[config.mk]
export PLATFORM = sky130hd
export DESIGN_NAME = alu_iter_flat
export DESIGN_NICKNAME = d
export VERILOG_FILES = /design/src/rtl/alu_iter_pkg.sv /design/src/rtl/alu_iter_if.sv /design/src/rtl/alu_iter_slice.sv /design/src/rtl/alu_iter.sv /design/src/flat_wrapper.sv
export SDC_FILE = /design/constraint.sdc
export NUM_CORES = 1
export LEC_CHECK = 0
export ABC_AREA = 1
export ABC_CLOCK_PERIOD_IN_PS = 3600
export CAP_MARGIN = 5
export CORE_MARGIN = 2
export CORE_UTILIZATION = 45
export CTS_BUF_LIST = sky130_fd_sc_hd__clkbuf_8
export DETAILED_ROUTE_END_ITERATION = 12
export DONT_BUFFER_PORTS = 1
export REMOVE_ABC_BUFFERS = 1
export SYNTH_ARGS = -nofsm -noshare
export SYNTH_HDL_FRONTEND = slang
export SYNTH_HIERARCHICAL = 1
export SYNTH_SLANG_ARGS = --single-unit
[constraint.sdc]
create_clock -name clk -period 3.6 [get_ports clk]
set_input_delay 0.72 -clock clk [delete_from_list [all_inputs] [get_ports clk]]
set_output_delay 0.72 -clock clk [all_outputs]
set_load 0.01 [all_outputs]
[src/rtl/alu_iter_pkg.sv]
// Shared ALU definitions: operation encodings, FSM states and the
// operation classification helpers used by the decoder.
package alu_iter_pkg;

  localparam int ALU_WIDTH_DEFAULT     = 32;
  localparam int ALU_DIGIT_DEFAULT     = 8;
  localparam int ALU_SHIFT_MAX_DEFAULT = 8;

  typedef enum logic [3:0] {
    ADD = 4'd0,
    SUB = 4'd1,
    EQ  = 4'd2,
    NE  = 4'd3,
    LT  = 4'd4,
    GE  = 4'd5,
    LTU = 4'd6,
    GEU = 4'd7,
    SLL = 4'd8,
    SRL = 4'd9,
    SRA = 4'd10
  } aluOp_t;

  typedef enum logic [1:0] {
    IDLE  = 2'd0,
    ARITH = 2'd1,
    SHIFT = 2'd2,
    DONE  = 2'd3
  } aluState_t;

  // True for the three shift operations, which use the shift stage.
  function automatic logic is_shift(aluOp_t op);
    return op inside {SLL, SRL, SRA};
  endfunction

  // True for the six compares, which produce a single result bit.
  function automatic logic is_cmp(aluOp_t op);
    return op inside {EQ, NE, LT, GE, LTU, GEU};
  endfunction

  // Unused encodings are folded onto ADD so the block can never stall on them.
  function automatic logic is_valid_op(aluOp_t op);
    return op inside {ADD, SUB, EQ, NE, LT, GE, LTU, GEU, SLL, SRL, SRA};
  endfunction

endpackage

[src/rtl/alu_iter_if.sv]
// Request/response bundle between operand fetch, the iterative ALU
// and writeback. The master side issues requests and drains results.
interface alu_iter_if #(
  parameter int WIDTH = 32
);
  import alu_iter_pkg::*;

  logic             in_valid;
  logic             in_ready;
  aluOp_t           op;
  logic [WIDTH-1:0] src_a;
  logic [WIDTH-1:0] src_b;
  logic             out_valid;
  logic             out_ready;
  logic [WIDTH-1:0] result;
  logic             cout;

  modport master (
    output in_valid, op, src_a, src_b, out_ready,
    input  in_ready, out_valid, result, cout
  );

  modport slave (
    input  in_valid, op, src_a, src_b, out_ready,
    output in_ready, out_valid, result, cout
  );

endinterface

[src/rtl/alu_iter_slice.sv]
// One DIGIT-bit adder slice. The FSM feeds it one operand digit per
// cycle, LSB first, and keeps the carry in a register between calls.
module alu_iter_slice #(
  parameter int DIGIT = 8
) (
  input  logic [DIGIT-1:0] i_a,
  input  logic [DIGIT-1:0] i_b,
  input  logic             i_cin,
  output logic [DIGIT-1:0] o_sum,
  output logic             o_cout,
  output logic             o_zero
);

  logic [DIGIT:0] w_total;

  assign w_total = {1'b0, i_a} + {1'b0, i_b} + {{DIGIT{1'b0}}, i_cin};
  assign o_sum   = w_total[DIGIT-1:0];
  assign o_cout  = w_total[DIGIT];
  assign o_zero  = (w_total[DIGIT-1:0] == '0);

endmodule

[src/rtl/alu_iter.sv]
// Iterative integer ALU: add/sub and compares run one adder digit per
// cycle, shifts run a bounded distance per cycle. Results are held in
// DONE until the consumer takes them; a new request may be accepted in
// the same cycle the old result is consumed.
module alu_iter
  import alu_iter_pkg::*;
#(
  parameter int WIDTH     = ALU_WIDTH_DEFAULT,
  parameter int DIGIT     = ALU_DIGIT_DEFAULT,
  parameter int SHIFT_MAX = ALU_SHIFT_MAX_DEFAULT
) (
  input  logic       clk,
  input  logic       rst,
  alu_iter_if.slave  bus
);

  localparam int N     = WIDTH / DIGIT;
  localparam int SLW   = (N > 1) ? $clog2(N) : 1;
  localparam int SHAMW = $clog2(WIDTH);
  localparam int STEPW = $clog2(SHIFT_MAX) + 1;

  // Parameter sanity checks, caught while elaborating.
  if ((WIDTH % DIGIT) != 0) begin : g_badDigit
    $error("alu_iter: WIDTH must be a multiple of DIGIT");
  end
  if ((SHIFT_MAX < 1) || ((SHIFT_MAX & (SHIFT_MAX - 1)) != 0) || (SHIFT_MAX > WIDTH)) begin : g_badShiftMax
    $error("alu_iter: SHIFT_MAX must be a power of two no larger than WIDTH");
  end

  aluState_t        r_state;
  aluOp_t           r_op;
  logic [WIDTH-1:0] r_a;
  logic [WIDTH-1:0] r_b;
  logic [WIDTH-1:0] r_sum;
  logic             r_carry;
  logic             r_zero;
  logic             r_fill;
  logic [SLW-1:0]   r_slice;
  logic [SHAMW-1:0] r_remain;
  logic             r_outValid;
  logic [WIDTH-1:0] r_result;
  logic             r_cout;

  logic             w_accept;
  aluOp_t           w_opIn;
  logic [DIGIT-1:0] w_aDigit;
  logic [DIGIT-1:0] w_bRaw;
  logic [DIGIT-1:0] w_bDigit;
  logic [DIGIT-1:0] w_sliceSum;
  logic             w_sliceCout;
  logic             w_sliceZero;
  logic [WIDTH-1:0] w_sumExt;
  logic [WIDTH-1:0] w_sumNext;
  logic             w_zeroFinal;
  logic             w_lt;
  logic             w_cmpBit;
  logic [WIDTH-1:0] w_arithResult;
  logic             w_arithCout;
  logic [STEPW-1:0] w_step;
  logic [SHAMW-1:0] w_remainNext;
  logic [WIDTH-1:0] w_fillMask;
  logic [WIDTH-1:0] w_shifted;

  // Handshake: ready depends only on the state register and out_ready.
  assign bus.in_ready  = ~rst & ((r_state == IDLE) | ((r_state == DONE) & bus.out_ready));
  assign w_accept      = bus.in_valid & bus.in_ready;
  assign w_opIn        = is_valid_op(bus.op) ? bus.op : ADD;

  assign bus.out_valid = r_outValid;
  assign bus.result    = r_result;
  assign bus.cout      = r_cout;

  // Adder slice operands: low digit of the shifting operand registers.
  assign w_aDigit = r_a[DIGIT-1:0];
  assign w_bRaw   = r_b[DIGIT-1:0];
  assign w_bDigit = (r_op == ADD) ? w_bRaw : ~w_bRaw;

  alu_iter_slice #(
    .DIGIT (DIGIT)
  ) u_slice (
    .i_a    (w_aDigit),
    .i_b    (w_bDigit),
    .i_cin  (r_carry),
    .o_sum  (w_sliceSum),
    .o_cout (w_sliceCout),
    .o_zero (w_sliceZero)
  );

  // The new digit enters at the top so the sum is complete after N slices.
  assign w_sumExt    = WIDTH'(w_sliceSum);
  assign w_sumNext   = (r_sum >> DIGIT) | (w_sumExt << (WIDTH - DIGIT));
  assign w_zeroFinal = r_zero & w_sliceZero;

  // Signed less-than from the top digit: differing signs decide directly.
  assign w_lt = (w_aDigit[DIGIT-1] != w_bRaw[DIGIT-1]) ? w_aDigit[DIGIT-1] : w_sliceSum[DIGIT-1];

  // Compare outcome, meaningful on the last slice only.
  always_comb begin
    w_cmpBit = 1'b0;
    case (r_op)
      EQ:      w_cmpBit = w_zeroFinal;
      NE:      w_cmpBit = ~w_zeroFinal;
      LT:      w_cmpBit = w_lt;
      GE:      w_cmpBit = ~w_lt;
      LTU:     w_cmpBit = ~w_sliceCout;
      GEU:     w_cmpBit = w_sliceCout;
      default: w_cmpBit = 1'b0;
    endcase
  end

  assign w_arithResult = is_cmp(r_op) ? {{(WIDTH-1){1'b0}}, w_cmpBit} : w_sumNext;
  assign w_arithCout   = is_cmp(r_op) ? 1'b0 : w_sliceCout;

  // Per-cycle shift distance, clamped to what the shift stage can do.
  always_comb begin
    w_step = '0;
    if (int'(r_remain) > SHIFT_MAX) begin
      w_step = STEPW'(SHIFT_MAX);
    end else begin
      w_step = STEPW'(r_remain);
    end
  end

  assign w_remainNext = r_remain - SHAMW'(w_step);
  assign w_fillMask   = ~({WIDTH{1'b1}} >> w_step);

  // Bounded shift stage; SRA fills from the captured sign bit.
  always_comb begin
    w_shifted = r_a;
    case (r_op)
      SLL:     w_shifted = r_a << w_step;
      SRL:     w_shifted = r_a >> w_step;
      SRA:     w_shifted = (r_a >> w_step) | (r_fill ? w_fillMask : '0);
      default: w_shifted = r_a;
    endcase
  end

  // Control FSM and datapath registers; an accept overrides the case arm.
  always_ff @(posedge clk) begin
    if (rst) begin
      r_state    <= IDLE;
      r_op       <= ADD;
      r_a        <= '0;
      r_b        <= '0;
      r_sum      <= '0;
      r_carry    <= 1'b0;
      r_zero     <= 1'b0;
      r_fill     <= 1'b0;
      r_slice    <= '0;
      r_remain   <= '0;
      r_outValid <= 1'b0;
      r_result   <= '0;
      r_cout     <= 1'b0;
    end else begin
      case (r_state)
        IDLE: begin
        end
        ARITH: begin
          r_a     <= r_a >> DIGIT;
          r_b     <= r_b >> DIGIT;
          r_sum   <= w_sumNext;
          r_carry <= w_sliceCout;
          r_zero  <= w_zeroFinal;
          if (r_slice == SLW'(N - 1)) begin
            r_state    <= DONE;
            r_outValid <= 1'b1;
            r_result   <= w_arithResult;
            r_cout     <= w_arithCout;
          end else begin
            r_slice <= r_slice + 1'b1;
          end
        end
        SHIFT: begin
          r_a      <= w_shifted;
          r_remain <= w_remainNext;
          if (w_remainNext == '0) begin
            r_state    <= DONE;
            r_outValid <= 1'b1;
            r_result   <= w_shifted;
            r_cout     <= 1'b0;
          end
        end
        DONE: begin
          if (bus.out_ready) begin
            r_state    <= IDLE;
            r_outValid <= 1'b0;
          end
        end
        default: begin
          r_state    <= IDLE;
          r_outValid <= 1'b0;
        end
      endcase

      if (w_accept) begin
        r_op       <= w_opIn;
        r_a        <= bus.src_a;
        r_b        <= bus.src_b;
        r_sum      <= '0;
        r_carry    <= (w_opIn != ADD);
        r_zero     <= 1'b1;
        r_slice    <= '0;
        r_remain   <= bus.src_b[SHAMW-1:0];
        r_fill     <= (w_opIn == SRA) & bus.src_a[WIDTH-1];
        r_outValid <= 1'b0;
        r_state    <= is_shift(w_opIn) ? SHIFT : ARITH;
      end
    end
  end

endmodule
[src/flat_wrapper.sv]
// flat-port wrapper written by rule: the top's interface ports become plain ports
module alu_iter_flat import alu_iter_pkg::*;
#(
  parameter int WIDTH     = ALU_WIDTH_DEFAULT,
  parameter int DIGIT     = ALU_DIGIT_DEFAULT,
  parameter int SHIFT_MAX = ALU_SHIFT_MAX_DEFAULT
)
  (clk, rst, bus_in_valid, bus_op, bus_src_a, bus_src_b, bus_out_ready, bus_in_ready, bus_out_valid, bus_result, bus_cout);
  alu_iter_if #(.WIDTH(WIDTH)) bus_i ();
  input  logic clk;
  input  logic rst;
  input wire logic [$bits(bus_i.in_valid)-1:0] bus_in_valid;
  input wire logic [$bits(bus_i.op)-1:0] bus_op;
  input wire logic [$bits(bus_i.src_a)-1:0] bus_src_a;
  input wire logic [$bits(bus_i.src_b)-1:0] bus_src_b;
  input wire logic [$bits(bus_i.out_ready)-1:0] bus_out_ready;
  output wire logic [$bits(bus_i.in_ready)-1:0] bus_in_ready;
  output wire logic [$bits(bus_i.out_valid)-1:0] bus_out_valid;
  output wire logic [$bits(bus_i.result)-1:0] bus_result;
  output wire logic [$bits(bus_i.cout)-1:0] bus_cout;
  assign bus_i.in_valid = bus_in_valid;
  assign bus_i.op = bus_op;
  assign bus_i.src_a = bus_src_a;
  assign bus_i.src_b = bus_src_b;
  assign bus_i.out_ready = bus_out_ready;
  assign bus_in_ready = bus_i.in_ready;
  assign bus_out_valid = bus_i.out_valid;
  assign bus_result = bus_i.result;
  assign bus_cout = bus_i.cout;
  alu_iter #(.WIDTH(WIDTH), .DIGIT(DIGIT), .SHIFT_MAX(SHIFT_MAX)) u_core (.clk(clk), .rst(rst), .bus(bus_i));
endmodule
* Word-level counts from Yosys, hierarchy flattened
Index checks and enable logic that the tools add are counted.
W data, S select, Z words.
** Word-level totals
- Logic and storage cells :: 124
- Output and inout bits :: 35
- Register bits after elaboration :: 146
- Bits of input ports :: 72
** Operators by class
- Equal/unequal tests :: 33
- Magnitude comparators :: 1
- Shifts and indexed selects :: 3
- Mux-type cells :: 35
- $add $sub $neg :: 4
- Bitwise operators :: 15
- Reduce and logical (&&, ||, !) cells :: 20
** Operators by type and width (number)
- $mux W32 :: 7
- $pmux W32 S2 :: 2
- $pmux W32 S3 :: 1
- $eq A4 B4 Y1 const B :: 9
- $eq A4 B3 Y1 const B :: 8
- $not A32 Y32 :: 1
- $or A24 B32 Y32 :: 1
- $or A32 B32 Y32 :: 1
- $shl A32 B4 Y32 :: 1
- $shr A32 B4 Y32 :: 1
- $shr A32 B4 Y32 const A :: 1
- $eq A4 B2 Y1 const B :: 4
- $mux W1 :: 11
- $reduce_bool A11 Y1 :: 1
- $mux W2 :: 5
- $mux W5 :: 2
- $add A8 B8 Y9 :: 1
- $add A9 B1 Y9 :: 1
- $reduce_bool A3 Y1 :: 3
- $logic_not A4 Y1 :: 2
- $logic_not A8 Y1 :: 1
- $mux W4 :: 2
- $mux W8 :: 1
- $not A8 Y8 :: 1
- 27 further kinds :: 43

* Longest topological paths before layout
Gate-level depths: netlist of the first run.
- Depth in word-level cells :: 11
- Gate-level depth with buffers :: 23
- Depth with buffers taken out :: 23

* Hierarchy
Netlist of the first run, hierarchy kept.
** Modules (own cells, without submodules)
- alu_iter :: cells an instance 1697, area an instance 9739.3 um^2, times used 1
- alu_iter_slice :: cells an instance 88, area an instance 475.5 um^2, times used 1

* Least setup slack after synthesis of the first run
OpenSTA, ideal clock, no wires.
- Path type :: reg-to-reg
- Start :: reg u_core.r_op[0]
- End :: reg u_core.r_result[0], in the netlist u_core/bus.result[0]
- Slack :: 0.482 ns
- Data arrival time :: 3.001 ns
- Buffers on the path :: 0
- Cell stages (with the launch flop) :: 22
- Required time :: 3.483 ns
- Clock period less this slack :: 3.118 ns
- Cells stage by stage :: dfxtp_1 > nor2_1 > nand3_1 > xor2_1 > inv_1 > fa_1 > inv_1 > fa_1 > inv_1 > nand2_1 > nor2_2 > nand3_2 > nor2_2 > nand2_1 > nor2_1 > nand2_1 > o21ai_0 > nand2_1 > a21oi_1 > nor2_1 > nor2_1 > a21oi_1
** Between the ends
- Cells in the longest elaborated chain, start to end :: 11
- Elaborated cells on any way between the ends :: 26
- Those cells by class :: add/sub: 2; eq/ne: 9; mux: 8; bitwise: 4; reduce/logical: 3
** Ends and longest elaborated chain
- start: declaration :: line alu_iter.sv:31 : aluOp_t r_op;
- start signal: assignment :: line alu_iter.sv:196 : r_op <= w_opIn;
- $logic_not A4 Y1 (*) :: line alu_iter.sv:76 : assign w_bDigit = (r_op == ADD) ? w_bRaw : ~w_bRaw;
- $mux W8 (*) :: line alu_iter.sv:76
- named net u_core.w_bDigit[0] :: line alu_iter.sv:48 : logic [DIGIT-1:0] w_bDigit;
- $add A8 B8 Y9 (*) :: line alu_iter_slice.sv:16 : assign w_total = {1'b0, i_a} + {1'b0, i_b} + {{DIGIT{1'b0}}, i_cin};
- $add A9 B1 Y9 (*) :: line alu_iter_slice.sv:16
- named net u_core.w_sliceSum[1] :: line alu_iter.sv:49 : logic [DIGIT-1:0] w_sliceSum;
- $logic_not A8 Y1 (*) :: line alu_iter_slice.sv:19 : assign o_zero = (w_total[DIGIT-1:0] == '0);
- named net u_core.w_sliceZero :: line alu_iter.sv:51 : logic w_sliceZero;
- $and A1 B1 Y1 (*) :: line alu_iter.sv:92 : assign w_zeroFinal = r_zero & w_sliceZero;
- $not A1 Y1 :: line alu_iter.sv:102 : NE: w_cmpBit = ~w_zeroFinal;
- $pmux W1 S6 (*) :: line alu_iter.sv:100 : case (r_op)
- $mux W32 (*) :: line alu_iter.sv:111 : assign w_arithResult = is_cmp(r_op) ? {{(WIDTH-1){1'b0}}, w_cmpBit} : w_sumNext;
- $mux W32 (*) :: line alu_iter.sv:164 : if (r_slice == SLW'(N - 1)) begin
- $pmux W32 S2 (*) :: line alu_iter.sv:155 : case (r_state)
- end signal: assignment :: line alu_iter.sv:167 : r_result <= w_arithResult;
- end signal: assignment :: line alu_iter.sv:179 : r_result <= w_shifted;
- end: declaration :: line alu_iter.sv:41 : logic [WIDTH-1:0] r_result;
The timed path passes the listed nets; every way through them passes the cells marked *. The select of a mux whose other input is x is not followed.
A chain may end at the register's enable or synchronous reset.

* Final worst setup path of the first run
Ends and elaborated chain as after synthesis.

==> impl_metrics.csv, run 1 <==
group,metric,value,unit
worst_setup_path,rrSetupSlack,0.38,ns
placement,gp_congestion,0.969,
sta,fin_crit,3.22,ns
worst_setup_path,slowest_delay,0.46,ns
placement,hpwlAfterDp,27600,µm
worst_setup_path,crit_path_end_kind,"flop",
sta,rsz0062_at_grt,"false",
sta,setup_slack,0.384,ns
layout,drive_above_1_share,6.29,%
placement,portBuffers,0,
sta,fmax,0.311,GHz
route,top_layer,"met4",
logic_synthesis,synthesis.area,10200,µm²
floorplan,rows,55,
global_route,grt_pass1_vias,10500,
logic_synthesis,synthArstFlopShare,0,%
layout,fin_nets,1825,
pwr,total_leakage_power,5.02,nW
logic_synthesis,syn_inst,1785,
flow_run,drv_cap,0,
logic_synthesis,synth_seq_area_share,27.0,%
global_route,grt_usage,31.2,%
logic_synthesis,synth_seq_cells,138,
sta,finalSetupViolCount,0,
worst_setup_path,r2r-end,"u_core/bus.result[0]",
layout,fin_cells,2035,
worst_setup_path,arrival,3.57,ns
clock_network,clk_pin_slew,0.10,ns
sta,relSlewSlack,46.2,%
worst_setup_path,crit_path_end,"u_core/bus.result[0]",
clock_network,numCtsBuffers,17,
pwr,sequentialPowerShare,24.8,%
sta,max_slew.worst_pin.slew,0.807,ns
route,wirelength,37600,µm
route,avgRoutedWirePerCell,18.5,µm
route,dr.pass1.iters,5,
placement,place_ws,0.396,ns
pwr,p_int,4.47,mW
layout,antennaDiodeCount,0,
global_route,grt_max_degree,73,
layout,final_common_cell,"nand2_1",
route,wl_met1,16600,µm
pwr,p_comb_share,62.1,%
sta,final.period_utilization,89.3,%
floorplan,io_pins,107,
global_route,antenna_found_initial,0,
placement,dpl_cell_area,10500,µm²
sta,slew_violations,0,
worst_setup_path,rr_worst_depth,21,
logic_synthesis,synth.distinct_cells,44,
pwr,peakVddDrop,0.550,mV
clock_network,clock-sinks,138,
worst_setup_path,worst_path_max_delay_cell,"fa_1",
layout,final_cell_mix,"nand2_1 (590), nand3_1 (205), inv_1 (184)",
route,wl_met3,3060,µm
clock_network,cts_resized,0,
worst_setup_path,setup.worst_path.start_class,"flop",
worst_setup_path,crit_chain,"nor2_1 > nand3_1 > xor2_1 > inv_1 > fa_1 > inv_1 > fa_1 > inv_1 > nand2_1 > nor2_2 > nand3_2 > nor2_2 > nand2_1 > nor2_1 > nand2_1 > o21ai_0 > nand2_1 > a21oi_1 > nor2_1 > nor2_1 > a21oi_1",
route,met2_length,16600,µm
route,drtIter0Drc,1109,
route,vias,11400,
route,drcViolationCount,0,
worst_setup_path,r2r-start,"u_core/r_op[0]",
worst_setup_path,startpoint,"u_core/r_op[0]",
floorplan,die_w,155,µm
layout,fillers,2474,
worst_setup_path,path_delay_family,"simple AND/OR/NAND/NOR gates",
clock_network,post_cts_buffers,0,
worst_setup_path,critPathBufInv,3,
logic_synthesis,synth_edf_count,0,
worst_setup_path,cp_max_fo,5,
floorplan,die_y,155,µm
clock_network,cts_root_buf,"clkbuf_8",
clock_network,cts_buffer_depth,2,
clock_network,ctsHoldBuffers,0,
pwr,clockPowerShare,13.1,%
outcome,status,"completed",
worst_setup_path,crit_required,3.96,ns
pwr,sw_frac_of_total,55.7,%
logic_synthesis,syn_area_per_cell,5.72,µm²
pwr,p_switching,5.63,mW
worst_setup_path,path_class,"reg -> reg",
sta,hold_viol,0,
clock_network,cts_tree,"done",
floorplan,start_util,45.5,%
placement,place_inst,2003,
pwr,powerDensity,930,nW/µm²
logic_synthesis,synth_warnings,6,
route,vias_per_cell,5.62,
min_path,hold_path_class,"in -> reg",
layout,final_core_util,48.4,%
global_route,grt_pass1_wl,58500,µm
logic_synthesis,dominantRegCellSynth,"dfxtp_1",
sta,finClkSkew,0.0211,ns
global_route,grt_overflow,0,
layout,syn_to_final_growth,6.31,%
route,ant_nets,0,
floorplan,die_area,23900,µm²
clock_network,cts_max_level,4,
clock_network,insertion_delay,0.47,ns
floorplan,core-area,22400,µm²
worst_setup_path,critical_path_cell_count,21,
layout,fin_area,10900,µm²
==> stage by stage <==
step           hold WS (ns)  setup TNS, ns  power, mW
5_1_grt               0.278              0       11.0
2_1_floorplan         0.429         -57.92       6.65
3_3_place_gp          0.443              0       8.69
4_1_cts               0.278              0       10.1
3_5_place_dp          0.447              0       8.69
6_report              0.302              0       10.1
==> cell usage after synthesis, types with 5 or more instances <==
cell type	instances	area, µm²
nand2_1	591	2220
nand3_1	205	1030
inv_1	185	694
a21oi_1	165	826
nor2_1	161	604
dfxtp_1	138	2760
o21ai_0	81	405
clkbuf_1	47	176
buf_2	36	180
o211ai_1	23	173
a31oi_1	22	138
buf_1	15	56.3
ha_1	14	175
a221oi_1	11	96.3
nand2_2	11	68.8
xor2_1	9	78.8
nand4_1	8	50.1
nor2_2	8	50.1
buf_4	5	37.5
o21ai_1	5	25.0
o21bai_1	5	37.5
==> per-layer routing <==
layer,track usage (%),up-vias
li1,-,5669
met1,42.1,5173
met2,49.4,513
met3,6.22,84
met4,11.7,0
met5,0,-
==> cells by family after synthesis <==
group / after synthesis / synth area share (%)
compound gates: 327 / 17.9
fa+ha+maj: 16 / 2.11
xor+xnor: 11 / 0.943
flops: 138 / 27.0
buf+inv: 299 / 11.9
other cells: 1 / 0.0367
simple gates: 993 / 40.1
==> area by class of cell <==
| cell class | count | area (µm²) | share of cell area, % |
|---|---|---|---|
| inverters | 192 | 721 | 6.64 |
| multi-input cells | 1348 | 6250 | 57.6 |
| flip-flops and latches | 138 | 2760 | 25.4 |
| repair buffers | 40 | 375 | 3.46 |
| clock inverters | 15 | 159 | 1.46 |
| well taps | 285 | 357 | 3.28 |
| clock buffers | 17 | 234 | 2.15 |
==> flip-flops by register name (all words and copies together) (netlist names), 2 cells and up <==
name / flops
u_core/r_op: 4
u_core/r_state: 2
u_core/bus.result: 32
u_core/r_slice: 2
u_core/r_sum: 24
u_core/r_b: 32
u_core/r_remain: 5
u_core/r_a: 32
==> worst min path at each step <==
| stage | depth (start not counted) | endpoint | from |
|---|---|---|---|
| 5_1_grt | 1 | u_core/r_b[14] | rst |
| 3_5_place_dp | 2 | u_core/r_b[28] | u_core/r_b[28] |
| 2_1_floorplan | 2 | u_core/r_fill | u_core/r_fill |
| 3_3_place_gp | 2 | u_core/r_b[28] | u_core/r_b[28] |
| 4_1_cts | 1 | u_core/r_b[21] | rst |
| 6_report | 1 | u_core/r_b[22] | rst |
==> power by group through the flow <==
stage / sequential [mW] / combinational [mW] / clock [mW]
final: 2.50 / 6.28 / 1.32
after floorplan: 2.36 / 4.29 / 0
after global placement: 2.52 / 6.18 / 0
after global routing: 2.55 / 7.02 / 1.42
after CTS: 2.49 / 6.21 / 1.36
after detailed placement: 2.52 / 6.16 / 0
(Power assumes the default switching activity.)
==> inputs of run 2 (changes only) <==
- ABC_CLOCK_PERIOD_IN_PS: 3600 -> 3400
- clock period: 3.6 -> 3.4 ns (I/O delays scaled with it)
==> impl_metrics.csv, run 2 (same netlist as run 1, synthesis figures left out) <==
group,metric,value,unit
layout,final_cell_mix,"nand2_1 (590), nand3_1 (205), inv_1 (183)",
layout,drive_above_1_share,6.51,%
sta,finalSetupViolCount,0,
layout,regArea,2760,µm²
global_route,grt_pass1_vias,10400,
min_path,hold_path_class,"in -> reg",
sta,fmax,0.312,GHz
layout,fin_nets,1826,
layout,fin_area,10900,µm²
sta,fin_crit,3.20,ns
layout,fillers,2495,
global_route,grt_pass1_wl,58200,µm
layout,syn_to_final_growth,6.66,%
worst_setup_path,crit_chain,"inv_1 > nand3_1 > xor2_1 > inv_1 > fa_1 > inv_2 > fa_1 > inv_1 > nand2_1 > nor2_2 > nand3_2 > nor2_2 > nand2_1 > nor2_1 > nand2_1 > a21oi_1 > o21ai_0 > nand2_1 > a21oi_1 > nor2_1 > nor2_1 > a21oi_1",
placement,dpl_cell_area,10500,µm²
floorplan,core-area,22400,µm²
floorplan,rows,55,
floorplan,die_w,155,µm
route,dr.pass1.iters,5,
pwr,clockPowerShare,13.5,%
floorplan,die_y,155,µm
global_route,grt_max_degree,73,
clock_network,cts_tree,"done",
worst_setup_path,worst_path_max_delay_cell,"fa_1",
clock_network,insertion_delay,0.47,ns
global_route,grt_overflow,0,
sta,setup-tns-final,0,ns
sta,relSlewSlack,47.6,%
route,wirelength,37700,µm
worst_setup_path,crit_path_end_kind,"flop",
global_route,antenna_found_initial,0,
worst_setup_path,path_class,"reg -> reg",
sta,hold_viol,0,
worst_setup_path,slowest_delay,0.43,ns
clock_network,numCtsBuffers,17,
pwr,powerDensity,991,nW/µm²
route,vias_per_cell,5.64,
layout,multi_input_area,6250,µm²
placement,portBuffers,0,
pwr,p_switching,5.96,mW
layout,final_common_cell,"nand2_1",
pwr,sequentialPowerShare,24.5,%
floorplan,die_area,23900,µm²
clock_network,cts_buffer_depth,2,
pwr,p_int,4.84,mW
layout,antennaDiodeCount,0,
pwr,sw_frac_of_total,55.2,%
floorplan,start_util,45.5,%
clock_network,cts_root_buf,"clkbuf_8",
worst_setup_path,critPathBufInv,4,
sta,finClkSkew,0.0204,ns
flow_run,drv_cap,0,
floorplan,io_pins,107,
worst_setup_path,arrival,3.60,ns
clock_network,clk_pin_slew,0.10,ns
worst_setup_path,cp_common_cell,"nand2_1",
worst_setup_path,crit_required,3.80,ns
route,vias,11500,
placement,hpwlAfterDp,27500,µm
worst_setup_path,cp_max_fo,5,
pwr,peakVddDrop,0.525,mV
worst_setup_path,path_delay_family,"simple AND/OR/NAND/NOR gates",
pwr,total_leakage_power,5.04,nW
clock_network,clock-sinks,138,
route,ant_nets,0,
global_route,grt_usage,30.9,%
sta,max_slew.worst_pin.slew,0.785,ns
clock_network,ctsHoldBuffers,0,
sta,slew_violations,0,
outcome,status,"completed",
route,avgRoutedWirePerCell,18.5,µm
worst_setup_path,setup.worst_path.start_class,"flop",
sta,final.period_utilization,94.2,%
clock_network,cts_max_level,4,
route,drcViolationCount,0,
pwr,p_comb_share,62.0,%
pwr,p_total,10.8,mW
placement,gp_congestion,0.978,
route,drtIter0Drc,1336,
[run 2: metal layers]
layer / wire (µm) / track usage [%] / part of all wire, %
met1: 16800 / 43.0 / 45
met4: 1150 / 10.2 / 3.1
met5: 0 / 0 / 0
met2: 16600 / 48.6 / 44
met3: 3140 / 5.44 / 8.3
[run 2: final cells by class]
class,instances,share of cell area (%)
Clock buffer,17,2.15
Inverter,192,6.61
Sequential cell,138,25.4
Clock inverter,15,1.69
Tap cell,285,3.27
Multi-Input combinational cell,1348,57.4
Timing Repair Buffer,41,3.51
[run 2: through the flow]
step / hold slack (ns) / setup slack, ns / std cells / util, %
detailed placement: 0.445 / 0.164 / 2003 / 46.7
global route: 0.237 / -0.00395 / 2036 / 48.6
floorplan: 0.429 / -1.19 / 1678 / -
CTS: 0.241 / 0.135 / 2035 / 48.5
global placement: 0.442 / 0.228 / 2003 / 46.7
finish: 0.265 / 0.196 / 2036 / 48.6
[run 2: path summary, 6_finish.rpt]
kind	start	endpoint	slack, ns	depth (start not counted)
worst max register to register	u_core/r_op[3]	u_core/bus.result[0]	0.20	22
worst max-delay path	u_core/r_op[3]	u_core/bus.result[0]	0.20	22
worst min register to register	u_core/r_b[29]	u_core/r_b[29]	0.46	2
worst min-delay path	rst	u_core/r_b[30]	0.27	1
[run 2: what timing repair did]
action                                  in CTS  in global routing
resized for setup                            0                  3
setup buffers                                0                  1
endpoints found under the setup margin       0                  1
[run 2: power groups by stage]
stage	Sequential (mW)	Combinational [mW]	Clock [mW]
final	2.64	6.69	1.46
after global placement	2.66	6.52	0
after global routing	2.70	7.47	1.57
after detailed placement	2.67	6.52	0
after floorplan	2.50	4.55	0
after CTS	2.63	6.56	1.50
